`config.mk`:
```
export PLATFORM = sky130hd
export DESIGN_NAME = control_sequencer
export DESIGN_NICKNAME = d
export VERILOG_FILES = /design/src/rtl/cpu_pkg.sv /design/src/rtl/control_decode.sv /design/src/rtl/control_sequencer.sv
export SDC_FILE = /design/constraint.sdc
export NUM_CORES = 1
export LEC_CHECK = 0
export CELL_PAD_IN_SITES_DETAIL_PLACEMENT = 0
export CELL_PAD_IN_SITES_GLOBAL_PLACEMENT = 1
export CORE_AREA = 2 2 62 64
export CTS_CLUSTER_SIZE = 10
export DETAILED_ROUTE_END_ITERATION = 16
export DIE_AREA = 0 0 64 66
export PLACE_DENSITY = 0.8
export SLEW_MARGIN = 40
export SYNTH_ARGS = -nofsm -noshare
export SYNTH_HDL_FRONTEND = slang
export SYNTH_HIERARCHICAL = 1
export SYNTH_SLANG_ARGS = --single-unit
```
`constraint.sdc`:
```
create_clock -name Clock -period 1.55 [get_ports Clock]
set_input_delay 0.31 -clock Clock [delete_from_list [all_inputs] [get_ports Clock]]
set_output_delay 0.31 -clock Clock [all_outputs]
set_load 0.01 [all_outputs]
```
`src/rtl/cpu_pkg.sv`:
```
// Shared definitions for the register-bus CPU control unit.
package cpu_pkg;

  localparam int unsigned IR_W   = 32;
  localparam int unsigned OPC_W  = 5;
  localparam int unsigned ALU_W  = 4;

  // IR field positions
  localparam int unsigned OPC_MSB = 31;
  localparam int unsigned OPC_LSB = 27;
  localparam int unsigned RA_MSB  = 26;
  localparam int unsigned RA_LSB  = 23;
  localparam int unsigned RB_MSB  = 22;
  localparam int unsigned RB_LSB  = 19;
  localparam int unsigned RC_MSB  = 18;
  localparam int unsigned RC_LSB  = 15;
  localparam int unsigned C_MSB   = 18;
  localparam int unsigned C_LSB   = 0;

  // Opcodes
  localparam logic [OPC_W-1:0] OPC_LD   = 5'd0;
  localparam logic [OPC_W-1:0] OPC_LDI  = 5'd1;
  localparam logic [OPC_W-1:0] OPC_ST   = 5'd2;
  localparam logic [OPC_W-1:0] OPC_ADD  = 5'd3;
  localparam logic [OPC_W-1:0] OPC_SUB  = 5'd4;
  localparam logic [OPC_W-1:0] OPC_AND  = 5'd5;
  localparam logic [OPC_W-1:0] OPC_OR   = 5'd6;
  localparam logic [OPC_W-1:0] OPC_SHR  = 5'd7;
  localparam logic [OPC_W-1:0] OPC_SHL  = 5'd8;
  localparam logic [OPC_W-1:0] OPC_ADDI = 5'd9;
  localparam logic [OPC_W-1:0] OPC_ANDI = 5'd10;
  localparam logic [OPC_W-1:0] OPC_ORI  = 5'd11;
  localparam logic [OPC_W-1:0] OPC_NOP  = 5'd30;
  localparam logic [OPC_W-1:0] OPC_HALT = 5'd31;

  // ALU operation codes
  localparam logic [ALU_W-1:0] ALU_ADD = 4'd0;
  localparam logic [ALU_W-1:0] ALU_SUB = 4'd1;
  localparam logic [ALU_W-1:0] ALU_AND = 4'd2;
  localparam logic [ALU_W-1:0] ALU_OR  = 4'd3;
  localparam logic [ALU_W-1:0] ALU_SHR = 4'd4;
  localparam logic [ALU_W-1:0] ALU_SHL = 4'd5;

  typedef enum logic [3:0] {
    ST_RST, ST_T0, ST_T1, ST_T2, ST_T3, ST_T4, ST_T5, ST_T6, ST_T7, ST_HALT
  } state_t;

  // Datapath control strobe vector
  typedef struct packed {
    logic             pc_out;
    logic             zlow_out;
    logic             mdr_out;
    logic             ba_out;
    logic             c_out;
    logic             gra;
    logic             grb;
    logic             grc;
    logic             r_in;
    logic             r_out;
    logic             mar_in;
    logic             mdr_in;
    logic             pc_in;
    logic             ir_in;
    logic             y_in;
    logic             z_in;
    logic             inc_pc;
    logic             read;
    logic             write;
    logic [ALU_W-1:0] alu_op;
    logic             run;
  } ctrl_t;

  function automatic logic is_rfmt(input logic [OPC_W-1:0] opc);
    return (opc >= OPC_ADD) && (opc <= OPC_SHL);
  endfunction

  function automatic logic is_imm(input logic [OPC_W-1:0] opc);
    return (opc >= OPC_ADDI) && (opc <= OPC_ORI);
  endfunction

  // ld/ldi/st all form an address or constant as Rb(or 0) + C
  function automatic logic is_mem(input logic [OPC_W-1:0] opc);
    return (opc == OPC_LD) || (opc == OPC_LDI) || (opc == OPC_ST);
  endfunction

  function automatic logic has_execute(input logic [OPC_W-1:0] opc);
    return (opc <= OPC_ORI);
  endfunction

  function automatic logic [ALU_W-1:0] alu_sel(input logic [OPC_W-1:0] opc);
    case (opc)
      OPC_SUB:           return ALU_SUB;
      OPC_AND, OPC_ANDI: return ALU_AND;
      OPC_OR,  OPC_ORI:  return ALU_OR;
      OPC_SHR:           return ALU_SHR;
      OPC_SHL:           return ALU_SHL;
      default:           return ALU_ADD;
    endcase
  endfunction

endpackage

```
`src/rtl/control_decode.sv`:
```
// Combinational (state, opcode) -> datapath strobe decode.
module control_decode
  import cpu_pkg::*;
(
  input  state_t           state,
  input  logic [OPC_W-1:0] opcode,
  output ctrl_t            ctrl_c
);

  // Strobes per step; anything not listed stays 0, so unknown opcodes never write.
  always_comb begin
    ctrl_c = '0;
    case (state)
      ST_T0: begin
        ctrl_c.run    = 1'b1;
        ctrl_c.pc_out = 1'b1;
        ctrl_c.mar_in = 1'b1;
        ctrl_c.inc_pc = 1'b1;
        ctrl_c.z_in   = 1'b1;
      end
      ST_T1: begin
        ctrl_c.run      = 1'b1;
        ctrl_c.zlow_out = 1'b1;
        ctrl_c.pc_in    = 1'b1;
        ctrl_c.read     = 1'b1;
        ctrl_c.mdr_in   = 1'b1;
      end
      ST_T2: begin
        ctrl_c.run     = 1'b1;
        ctrl_c.mdr_out = 1'b1;
        ctrl_c.ir_in   = 1'b1;
      end
      ST_T3: begin
        ctrl_c.run = 1'b1;
        if (is_rfmt(opcode) || is_imm(opcode)) begin
          ctrl_c.grb   = 1'b1;
          ctrl_c.r_out = 1'b1;
          ctrl_c.y_in  = 1'b1;
        end else if (is_mem(opcode)) begin
          ctrl_c.grb    = 1'b1;
          ctrl_c.ba_out = 1'b1;
          ctrl_c.y_in   = 1'b1;
        end
      end
      ST_T4: begin
        ctrl_c.run = 1'b1;
        if (is_rfmt(opcode)) begin
          ctrl_c.grc    = 1'b1;
          ctrl_c.r_out  = 1'b1;
          ctrl_c.z_in   = 1'b1;
          ctrl_c.alu_op = alu_sel(opcode);
        end else if (is_imm(opcode) || is_mem(opcode)) begin
          ctrl_c.c_out  = 1'b1;
          ctrl_c.z_in   = 1'b1;
          ctrl_c.alu_op = alu_sel(opcode);
        end
      end
      ST_T5: begin
        ctrl_c.run = 1'b1;
        if (opcode == OPC_LD || opcode == OPC_ST) begin
          ctrl_c.zlow_out = 1'b1;
          ctrl_c.mar_in   = 1'b1;
        end else if (is_rfmt(opcode) || is_imm(opcode) || opcode == OPC_LDI) begin
          ctrl_c.zlow_out = 1'b1;
          ctrl_c.gra      = 1'b1;
          ctrl_c.r_in     = 1'b1;
        end
      end
      ST_T6: begin
        ctrl_c.run = 1'b1;
        if (opcode == OPC_LD) begin
          ctrl_c.read   = 1'b1;
          ctrl_c.mdr_in = 1'b1;
        end else if (opcode == OPC_ST) begin
          ctrl_c.gra    = 1'b1;
          ctrl_c.r_out  = 1'b1;
          ctrl_c.mdr_in = 1'b1;
        end
      end
      ST_T7: begin
        ctrl_c.run = 1'b1;
        if (opcode == OPC_LD) begin
          ctrl_c.mdr_out = 1'b1;
          ctrl_c.gra     = 1'b1;
          ctrl_c.r_in    = 1'b1;
        end else if (opcode == OPC_ST) begin
          ctrl_c.write = 1'b1;
        end
      end
      default: ctrl_c = '0;
    endcase
  end

endmodule

```
`src/rtl/control_sequencer.sv`:
```
// Hardwired control unit: step register, next-step logic and strobe fan-out.
module control_sequencer
  import cpu_pkg::*;
#(
  parameter int unsigned IR_WIDTH  = IR_W,
  parameter int unsigned OPC_WIDTH = OPC_W
) (
  input  logic                Clock,
  input  logic                Reset_n,
  input  logic [IR_WIDTH-1:0] IR,
  output logic                PCout,
  output logic                Zlowout,
  output logic                MDRout,
  output logic                BAout,
  output logic                Cout,
  output logic                Gra,
  output logic                Grb,
  output logic                Grc,
  output logic                Rin,
  output logic                Rout,
  output logic                MARin,
  output logic                MDRin,
  output logic                PCin,
  output logic                IRin,
  output logic                Yin,
  output logic                Zin,
  output logic                IncPC,
  output logic                Read,
  output logic                Write,
  output logic [ALU_W-1:0]    ALU_op,
  output logic                Run
);

  state_t               state_q;
  state_t               state_d;
  logic [OPC_WIDTH-1:0] opcode;
  ctrl_t                ctrl_c;
  logic                 unused_ir_fields_c;

  assign opcode = IR[IR_WIDTH-1 -: OPC_WIDTH];
  // Register fields and C are consumed by the datapath select/encode logic, not here
  assign unused_ir_fields_c = ^IR[IR_WIDTH-OPC_WIDTH-1:0];

  // Step register; reset aborts any instruction in flight
  always_ff @(posedge Clock or negedge Reset_n) begin
    if (!Reset_n) state_q <= ST_RST;
    else          state_q <= state_d;
  end

  // Next step: fetch T0-T2, then opcode-dependent execute length
  always_comb begin
    state_d = state_q;
    case (state_q)
      ST_RST: state_d = ST_T0;
      ST_T0:  state_d = ST_T1;
      ST_T1:  state_d = ST_T2;
      ST_T2:  state_d = ST_T3;
      ST_T3: begin
        if (opcode == OPC_HALT)        state_d = ST_HALT;
        else if (has_execute(opcode))  state_d = ST_T4;
        else                           state_d = ST_T0;
      end
      ST_T4:  state_d = ST_T5;
      ST_T5:  state_d = (opcode == OPC_LD || opcode == OPC_ST) ? ST_T6 : ST_T0;
      ST_T6:  state_d = ST_T7;
      ST_T7:  state_d = ST_T0;
      ST_HALT: state_d = ST_HALT;
      default: state_d = ST_RST;
    endcase
  end

  control_decode u_decode (
    .state  (state_q),
    .opcode (opcode),
    .ctrl_c (ctrl_c)
  );

  assign PCout   = ctrl_c.pc_out;
  assign Zlowout = ctrl_c.zlow_out;
  assign MDRout  = ctrl_c.mdr_out;
  assign BAout   = ctrl_c.ba_out;
  assign Cout    = ctrl_c.c_out;
  assign Gra     = ctrl_c.gra;
  assign Grb     = ctrl_c.grb;
  assign Grc     = ctrl_c.grc;
  assign Rin     = ctrl_c.r_in;
  assign Rout    = ctrl_c.r_out;
  assign MARin   = ctrl_c.mar_in;
  assign MDRin   = ctrl_c.mdr_in;
  assign PCin    = ctrl_c.pc_in;
  assign IRin    = ctrl_c.ir_in;
  assign Yin     = ctrl_c.y_in;
  assign Zin     = ctrl_c.z_in;
  assign IncPC   = ctrl_c.inc_pc;
  assign Read    = ctrl_c.read;
  assign Write   = ctrl_c.write;
  assign ALU_op  = ctrl_c.alu_op;
  assign Run     = ctrl_c.run;

endmodule

```
==> run_results.csv <==
group,metric,value,unit
synth,syn_avg_cell_area,7.532,um^2
synth,synth_xor_area_share,2.326,%
placed_design,dp.cells,195,
floorplanning,die_w,64,um
clock_network,hold_buffers,0,
detailed_routing,routed_wl,3.386,mm
pwr,power_density,1404,nW/um^2
critical_path,slowest_stage,"nor4_4",
detailed_routing,drtIter0Drc,21,
pwr,seqPwrFrac,9.4,%
clock_network,cts_made_buffers,3,
placed_design,hpwlAfterDp,1.881,mm
global_route,grt_pass1_vias,1084,
critical_path,r2r-end,"state_q[0]",
pwr,leakage,0.7525,nW
critical_path,path_max_fanout,5,
critical_path,rrSetupSlack,0.18,ns
synth,synth-edff-count,0,
cells_and_area,syn2layout_area_growth,121.4,%
global_route,grt_antenna_before_repair,0,
floorplanning,num_rows,22,
cells_and_area,reg.largest.list,"state_q (4)",
placed_design,port_buffers,29,
detailed_routing,post_drt_wl_per_cell,14.79,um
sta,setup_slack,-0.2799,ns
synth,synth-main-ff-cell,"dfrtp_1",
synth,synth_compound_area_share,19.77,%
sta,rsz0062_at_grt,"true",
critical_path,crit_family,"simple AND/OR/NAND/NOR gates",
cells_and_area,multi_input_area,758.2,um^2
synth,yosysSeqAreaShare,13.29,%
critical_path,cpPeakStageDelay,0.40,ns
run_status,violations,"negative setup slack",
critical_path,reg2regPathDepth,5,
floorplanning,pin_count,58,
clock_network,clock_path_buffers,2,
floorplanning,die_y,66,um
critical_path,rr_startpoint,"state_q[3]",
cells_and_area,postLayoutCellArea,1668,um^2
sta,drv_slew,0,
critical_path,worstPathRequired,1.24,ns
cells_and_area,drive_above_1_share,72.93,%
pwr,ir_worst_vdd,0.8128,mV
hold_path,hold_class,"in -> async",
synth,yosys-mux-area-fraction,0,%
sta,post-route-min-period,1.830,ns
global_route,grt_util_all_layers,14.99,%
sta,fin_tns_setup,-3.692,ns
global_route,overflow,0,
synth,synthCells,100,
cells_and_area,utilization,46.97,%
critical_path,cp.depth,6,
critical_path,crit_chain,"buf_2 > nor4_4 > nand4_1 > buf_4 > o211ai_1 > buf_2",
cells_and_area,regMostFlops,"state_q",
placed_design,post_dp_cell_area,1250,um^2
synth,async_flop_share,100.0,%
cells_and_area,diodes,0,
critical_path,setup.worst_path.class,"in -> out",
cells_and_area,fillCellCount,322,
critical_path,crit_start,"IR[31]",
clock_network,clk_pin_slew_worst_paths,0.04,ns
critical_path,endpoint,"Rout",
critical_path,crit_arrival,1.52,ns
placed_design,globalplace.congestion,0.8417,
sta,setup_violations,23,
synth,ys_types,44,
synth,syn-cell-area,753.2,um^2
cells_and_area,seqCellArea,102.6,um^2
sta,fmax,546.5,MHz
synth,synth_seq_cells,4,
pwr,clock_power_share,5.4,%
synth,synth_fp_nets,134,
flow_run,drv_cap,0,
cells_and_area,final_cells,229,
placed_design,dp_slack,-0.9023,ns
critical_path,end_kind,"primary output",
cells_and_area,largest_register_ffs,4,
clock_network,insertion_delay,0.23,ns
sta,final_hold_viol_count,0,
synth,synth_top_family_by_area,"simple AND/OR/NAND/NOR gates",
global_route,grt_pass1_wl,4.988,mm
clock_network,clock-sinks,4,
floorplanning,dieArea,4224,um^2
synth,synth_simple_gate_area_share,50.83,%
critical_path,path_buf_inv,3,
detailed_routing,via_count,1069,
detailed_routing,firstDrtPassIters,6,
floorplanning,design.core.area,3551,um^2
critical_path,cp-start-kind,"primary input",
global_route,grt_max_degree,9,
critical_path,critPathMostFrequentCell,"buf_2",
detailed_routing,viasPerCell,4.668,
sta,clock_skew,0.003188,ns
sta,min_period_over_period,118.1,%
synth,yosys.area_share.adder,0,%
detailed_routing,drcViolationCount,0,
clock_network,htree_levels,1,
pwr,cell_internal_pwr,0.001327,W
clock_network,cts_tree,"yes",
run_status,status,"finished, violations left",
synth,yosys_warnings,6,
cells_and_area,layout.nets,217,
pwr,p_switching,0.001014,W
floorplanning,start_util,21.21,%
pwr,sw_frac_of_total,43.33,%
clock_network,clockRootBuffer,"clkbuf_4",
pwr,combPwrFrac,85.2,%
detailed_routing,final_antenna_net_count,0,
==> layout make-up <==
type                            instances  share of cell area [%]
Clock buffer                            3                   1.350
Inverter                                3                  0.6752
Sequential cell                         4                   6.152
Tap cell                               48                   3.601
Multi-Input combinational cell         82                   45.46
Timing Repair Buffer                   89                   42.76
==> synthesized netlist by cell type (all sizes together) (4+ instances only) <==
master  number  area share (%)
nor2b        8             7.6
dfrtp        4              13
nand3        5             5.0
nor3         5             4.0
o21ai        6             4.0
nand2b       4             3.3
nor2        13             6.5
a21oi        6             5.0
buf         11              12
==> layout by cell type, fill, tap and decap left out, types with 2 or more instances in the layout <==
master    instances
o21ai_0           4
nor3_4            3
nor2_1            7
a21oi_2           2
dfrtp_2           2
clkbuf_2          2
nor2b_1           4
buf_8             2
clkbuf_4          3
nand3_1           2
nor2b_4           3
buf_6            23
buf_2            23
nor2_2            3
buf_4            37
o211ai_1          2
dfrtp_1           2
nor3b_4           2
nor2_4            3
nand2b_1          3
nand4_1           3
nand2_1           2
a21oi_1           3
inv_1             2
and2_1            2
nand3_4           2
==> power groups by stage <==
stage	sequential [W]	clock (W)	combinational [W]
after floorplan	0.000202	0	0.000687
final	0.000220	0.000127	0.00199
after global routing	0.000226	0.000139	0.00212
after CTS	0.000222	0.000135	0.00181
after global placement	0.000240	0	0.00124
after detailed placement	0.000243	0	0.00126
==> repair_timing <==
item | CTS | global route
gates cloned | 2 | 0
pin swaps | 20 | 9
setup endpoints to repair | 23 | 23
setup buffers | 28 | 5
gates resized for setup | 151 | 30
==> worst min-delay path by stage <==
stage / slack, ns / depth (start not counted) / to / start
6_report: 0.29 / 1 / state_q[0] / Reset_n
5_1_grt: 0.30 / 1 / state_q[0] / Reset_n
4_1_cts: 0.29 / 1 / state_q[0] / Reset_n
3_5_place_dp: 0.54 / 1 / state_q[2] / Reset_n
3_3_place_gp: 0.53 / 1 / state_q[0] / Reset_n
2_1_floorplan: 0.01 / 0 / state_q[0] / Reset_n
==> cells by family (layout without fill, tap and decap cells) <==
family	after synthesis	count (layout)
AO/OA/AOI/OAI	22	22
XOR/XNOR	2	2
buffers and inverters	14	95
flip-flops	4	4
other	1	1
AND/OR/NAND/NOR	57	57
==> worst register-to-register path, delay by kind of cell, from the launching register on <==
kind | cells | cell delay, ns
buffers and inverters | 3 | 0.43
DFF | 1 | 0.38
and+or+nand+nor | 2 | 0.43
==> metrics by stage <==
stage / hold WS, ns / total power, W
after floorplan: 0.01441 / 0.0008893
after global placement: 0.5290 / 0.001479
after detailed placement: 0.5398 / 0.001504
after CTS: 0.2880 / 0.002172
after global routing: 0.2951 / 0.002485
final: 0.2935 / 0.002341
==> metal layers <==
metal / GRT usage, % / vias up / wire length, um
met5: 0 / - / 0
met4: 5.707 / 0 / 44
met3: 1.022 / 4 / 71
met2: 30.08 / 18 / 1929
met1: 16.14 / 525 / 1340
li1: - / 522 / -
Power figures use the tool's default switching activity.
